### config.mk
export PLATFORM = sky130hd
export DESIGN_NAME = equiv_stim_gen
export DESIGN_NICKNAME = d
export VERILOG_FILES = /design/src/rtl/equiv_fuzz_pkg.sv /design/src/rtl/equiv_lfsr32.sv /design/src/rtl/equiv_stim_gen.sv
export SDC_FILE = /design/constraint.sdc
export NUM_CORES = 1
export LEC_CHECK = 0
export BUFFER_PORTS_ARGS = -buffer_cell sky130_fd_sc_hd__buf_2
export CAP_MARGIN = 20
export CORE_MARGIN = 2
export CORE_UTILIZATION = 30
export CTS_BUF_LIST = sky130_fd_sc_hd__clkbuf_4
export CTS_CLUSTER_SIZE = 20
export DETAILED_ROUTE_END_ITERATION = 8
export PLACE_DENSITY = 0.58
export SLEW_MARGIN = 20
export SYNTH_ARGS = -nofsm -noshare
export SYNTH_HDL_FRONTEND = slang
export SYNTH_SLANG_ARGS = --single-unit
### constraint.sdc
create_clock -name clk -period 8.65 [get_ports clk]
set_input_delay 0.865 -clock clk [delete_from_list [all_inputs] [get_ports clk]]
set_output_delay 0.865 -clock clk [all_outputs]
set_load 0.01 [all_outputs]
### src/rtl/equiv_fuzz_pkg.sv
// Shared constants, types and LFSR helpers for the equivalence-fuzz stimulus generator.
package equiv_fuzz_pkg;

    localparam logic [31:0] LFSR_POLY  = 32'h80200003;
    localparam logic [31:0] B_XOR_MASK = 32'h5A5A5A5A;

    localparam int W0 = 21;
    localparam int W1 = 14;
    localparam int W2 = 21;
    localparam int W3 = 16;

    typedef enum logic [1:0] {
        IDLE,
        RUN,
        DRAIN,
        DONE
    } state_t;

    function automatic logic [31:0] lfsr_step(input logic [31:0] s);
        return s[0] ? ((s >> 1) ^ LFSR_POLY) : (s >> 1);
    endfunction

    // B is derived from A so one seed drives both; an all-zero B would lock up the LFSR.
    function automatic logic [31:0] seed_b_from_a(input logic [31:0] a);
        logic [31:0] b;
        b = {a[15:0], a[31:16]} ^ B_XOR_MASK;
        return (b == 32'h0) ? 32'h1 : b;
    endfunction

endpackage

### src/rtl/equiv_lfsr32.sv
// 32-bit Galois LFSR with synchronous load and step enable.
module equiv_lfsr32
    import equiv_fuzz_pkg::*;
(
    input  logic        clk,
    input  logic        rst,
    input  logic        load,
    input  logic [31:0] seed,
    input  logic        en,
    output logic [31:0] state
);

    always_ff @(posedge clk or posedge rst) begin
        if (rst) begin
            state <= '0;
        end else if (load) begin
            state <= seed;
        end else if (en) begin
            state <= lfsr_step(state);
        end
    end

endmodule

### src/rtl/equiv_stim_gen.sv
// Seeded pseudo-random stimulus source for the equivalence-fuzz harness.
// Issues num_vecs vectors, drains the compare pipe and records the first mismatching index.
module equiv_stim_gen
    import equiv_fuzz_pkg::*;
#(
    parameter int          CNT_W        = 16,
    parameter int          CHECK_LAT    = 1,
    parameter logic [31:0] DEF_SEED     = 32'hACE11234,
    parameter bit          STOP_ON_FAIL = 1'b1
) (
    input  logic                 clk,
    input  logic                 rst,
    input  logic                 start,
    input  logic [31:0]          seed,
    input  logic [CNT_W-1:0]     num_vecs,
    input  logic                 mismatch,
    output logic signed [W0-1:0] wire0,
    output logic [W1-1:0]        wire1,
    output logic [W2-1:0]        wire2,
    output logic signed [W3-1:0] wire3,
    output logic                 vec_valid,
    output logic                 busy,
    output logic                 done,
    output logic                 fail,
    output logic [CNT_W-1:0]     fail_idx
);

    state_t               state, state_nxt;
    logic                 accept, active, more, issue;
    logic                 sample, first_fail, stop, chk_valid;
    logic [31:0]          seed_a, seed_b, lfsr_a, lfsr_b;
    logic [CNT_W-1:0]     num_vecs_r, issue_cnt, chk_cnt;
    logic [3:0]           drain_cnt;
    logic [CHECK_LAT-1:0] vpipe;
    logic [CHECK_LAT:0]   vpipe_shift;

    assign accept      = start && (state == IDLE || state == DONE);
    assign active      = (state == RUN) || (state == DRAIN);
    assign seed_a      = (seed == 32'h0) ? DEF_SEED : seed;
    assign seed_b      = seed_b_from_a(seed_a);
    assign more        = (issue_cnt != num_vecs_r);
    assign vpipe_shift = {vpipe, vec_valid};
    assign chk_valid   = vpipe_shift[CHECK_LAT];
    assign sample      = active && chk_valid;
    assign first_fail  = sample && mismatch && !fail;
    assign stop        = STOP_ON_FAIL && first_fail;
    assign issue       = (state == RUN) && more && !stop;
    assign busy        = active;
    assign done        = (state == DONE);

    equiv_lfsr32 u_lfsr_a (
        .clk   (clk),
        .rst   (rst),
        .load  (accept),
        .seed  (seed_a),
        .en    (issue),
        .state (lfsr_a)
    );

    equiv_lfsr32 u_lfsr_b (
        .clk   (clk),
        .rst   (rst),
        .load  (accept),
        .seed  (seed_b),
        .en    (issue),
        .state (lfsr_b)
    );

    always_ff @(posedge clk or posedge rst) begin
        if (rst) begin
            state <= IDLE;
        end else begin
            state <= state_nxt;
        end
    end

    // RUN keeps one extra cycle after the last issue so DRAIN starts with vec_valid already low.
    always_comb begin
        state_nxt = state;
        case (state)
            IDLE, DONE: begin
                if (accept) state_nxt = RUN;
            end
            RUN: begin
                if (stop) state_nxt = DONE;
                else if (!more) state_nxt = (num_vecs_r == '0) ? DONE : DRAIN;
            end
            DRAIN: begin
                if (stop || drain_cnt == 4'(CHECK_LAT - 1)) state_nxt = DONE;
            end
            default: state_nxt = IDLE;
        endcase
    end

    always_ff @(posedge clk or posedge rst) begin
        if (rst) begin
            wire0      <= '0;
            wire1      <= '0;
            wire2      <= '0;
            wire3      <= '0;
            vec_valid  <= 1'b0;
            fail       <= 1'b0;
            fail_idx   <= '0;
            num_vecs_r <= '0;
            issue_cnt  <= '0;
            chk_cnt    <= '0;
            drain_cnt  <= '0;
            vpipe      <= '0;
        end else if (accept) begin
            num_vecs_r <= num_vecs;
            issue_cnt  <= '0;
            chk_cnt    <= '0;
            fail       <= 1'b0;
            fail_idx   <= '0;
            vec_valid  <= 1'b0;
            drain_cnt  <= '0;
            vpipe      <= '0;
        end else begin
            vec_valid <= issue;
            vpipe     <= vpipe_shift[CHECK_LAT-1:0];
            drain_cnt <= (state == DRAIN) ? drain_cnt + 4'd1 : 4'd0;
            if (issue) begin
                wire0     <= lfsr_a[20:0];
                wire1     <= {lfsr_a[31:21], lfsr_b[2:0]};
                wire2     <= lfsr_b[23:3];
                wire3     <= {lfsr_b[31:24], lfsr_a[7:0]};
                issue_cnt <= issue_cnt + CNT_W'(1);
            end
            // Results arrive in issue order, so chk_cnt is the index of the vector being judged.
            if (sample) begin
                chk_cnt <= chk_cnt + CNT_W'(1);
                if (first_fail) begin
                    fail     <= 1'b1;
                    fail_idx <= chk_cnt;
                end
            end
        end
    end

endmodule

==> results.tsv <==
metric	value	unit
finalClockSkew	0.0514	ns
drt_pass1_iterations	5	
multi_input_area	0.00354	mm²
instances_no_fill	1417	
cap_violations	0	
relSlewSlack	0.294	
ant_nets	0	
synthTopCellsByCount	dfrtp_1 (201), nand2_1 (182), mux2_2 (64), nor2_1 (51), a31oi_1 (37)	
grt_antenna_before_repair	1	
design_area	0.0106	mm²
clk_pin_slew	0.07	ns
dieHeight	176	µm
start_kind	register	
synth_fp_nets	900	
area_delta_synth_final	18.3	%
coreArea	0.0295	mm²
grt_usage	0.147	
intPower	2.43	mW
drive_above_1_share	0.303	
synthArstFlopShare	1.00	
pre_cts_ws	5.17	ns
hold_ws	0.389	ns
via_per_inst	4.80	
tns	0	ns
critPathArrivalTime	4.00	ns
hpwl	14.8	mm
synth_top_area_cell	dfrtp_1	
syn_avg_cell_area	10.6	µm²
cp.required	9.15	ns
root_buffer	clkbuf_4	
grt_max_degree	130	
n_fill_cell	3046	
wl_per_cell	16.0	µm
finalWorstSetupSlack	5.16	ns
pwr-share-seq	0.406	
gp_congestion	0.834	
yosys-top-cells-area	dfrtp_1 (56%), mux2_2 (8.1%), nand2_1 (7.7%), xnor2_1 (2.8%), a31oi_1 (2.6%)	
synth.most_common_cell	dfrtp_1	
postLayoutCoreUtil	0.358	
num_io_pins	144	
dieWidth	176	µm
status	finished, final reports clean	
num_rows	63	
wl	22.7	mm
rsz0062_at_grt	false	
yosys_warnings	0	
finalPower	3.96	mW
p_clk_frac	0.210	
dp.cells	1321	
port_buffers	143	
syn-cell-area	0.00892	mm²
layout.nets	1047	
drc	0	
crit_path_max_fanout	79	
cts_buffers	55	
slew_viol_final	0	
worst_hold_path_type	primary input to asynchronous set/reset pin	
path_class	register to register	
clk_latency	0.66	ns
synthXorXnorAreaFrac	0.0334	
clockBufferDepth	3	
synth_seq_area_share	0.564	
synth_flop_cell	dfrtp_1	
irDropWorstVdd	0.168	mV
powerDensity	375	mW/mm²
ys_ff_latch	201	
synth_top_area_share	0.564	
finalSetupViolations	0	
synth_fa_ha_area_frac	0.00982	
synth_cell_types	52	
synth_compound_area_frac	0.0846	
grt_pass1_wl	36.5	mm
tritoncts	done	
finalCriticalPeriod	3.49	ns
cts_resized	0	
initial_core_util	0.303	
die_area	0.0311	mm²
power_leakage	4.93	nW
syn_inst	841	
fmax	286	MHz
synth_top_family_by_area	simple AND/OR/NAND/NOR gates	
synth-edff-count	0	
hold_viol_final	0	
combPwrFrac	0.385	
dpl_cell_area	0.00987	mm²
vias	6800	
cts_sinks	201	
synth.area.mux_share	0.0999	
regArea	0.00503	mm²
post-cts-setup-buffer-count	0	
overflow	0	
worst_slew_pin_slew	1.06	ns
synthSimpleGateAreaFrac	0.168	
dr.first_iter.drc_count	347	
netSwitchingFraction	0.385	
p_sw	1.52	mW
postCtsHoldBufs	0	
end_kind	register	
grt_pass1_vias	6796	
htree_levels	2	
fin_crit_sh	0.404	
-- worst max-delay path: stages (launching register included) --
cell      delay (ns)
dfrtp_1         0.39
inv_1           0.06
ha_1            0.46
inv_2           0.10
and4_4          0.26
nand2b_1        0.34
or2_2           0.39
nor2_4          0.08
buf_4           0.76
mux2_2          0.42
-- cells by family (layout without fill, tap and decap cells) --
kind of cell	after synthesis	count (layout)
other	0	1
muxes	81	81
xor gates and xnor gates	34	34
AOI/OAI and AO/OA	117	117
and+or+nand+nor	330	330
adders and majority gates	7	7
DFF	201	201
buffers and inverters	71	256
-- layout by cell type, fill, tap and decap left out, types with 5 or more instances in the layout --
cell,count
a211o_1,14
a21oi_1,16
a31oi_1,37
and3_1,19
buf_2,143
buf_4,6
clkbuf_4,85
clkinv_1,8
dfrtp_1,201
ha_1,7
inv_1,10
mux2_2,64
mux2i_1,17
nand2_1,181
nand3_1,17
nand4_1,15
nor2_1,50
nor3_1,9
nor4_1,14
o21ai_0,29
xnor2_1,29
xor2_1,5
-- state kept, by name (all words and copies together), names as in the netlist, 2 cells and up --
| signal | flops |
|---|---|
| wire3 | 8 |
| state | 2 |
| chk_cnt | 16 |
| wire2 | 21 |
| fail_idx | 16 |
| u_lfsr_b.state | 32 |
| wire1 | 14 |
| issue_cnt | 16 |
| drain_cnt | 4 |
| num_vecs_r | 16 |
| wire0 | 21 |
| u_lfsr_a.state | 32 |
-- power groups by stage --
stage / combinational (mW) / clock [mW] / sequential (mW)
floorplan: 1.09 / 0 / 1.61
global placement: 1.52 / 0 / 1.62
detailed placement: 1.55 / 0 / 1.63
CTS: 1.55 / 0.860 / 1.61
global route: 1.70 / 0.920 / 1.66
finish: 1.52 / 0.829 / 1.61
-- path summary, 6_finish.rpt --
kind	from	end	slack (ns)	cells past startpoint
worst max-delay path	state[0]	wire0[9]	5.16	9
worst min-delay path	rst	wire2[5]	0.39	2
worst max register to register	state[0]	wire0[9]	5.16	9
worst min register to register	drain_cnt[0]	drain_cnt[0]	0.48	1
max in group asynchronous	rst	u_lfsr_a.state[11]	6.68	3
min in group clk	num_vecs[10]	num_vecs_r[10]	0.39	3
-- area by class of cell --
type / count / area share
flip-flops and latches: 201 / 0.477
multi-input cells: 569 / 0.336
repair buffers: 149 / 0.0721
clock buffers: 85 / 0.0605
well taps: 390 / 0.0462
inverters: 12 / 0.00498
clock inverters: 10 / 0.00368
diodes: 1 / 0.000237
-- layer usage --
layer | GRT usage | part of all wire
met5 | 0 | 0
met4 | 0.0513 | 0.019
met3 | 0.0396 | 0.065
met2 | 0.226 | 0.45
met1 | 0.199 | 0.46
No activity file was read; power rests on OpenSTA's default activity.
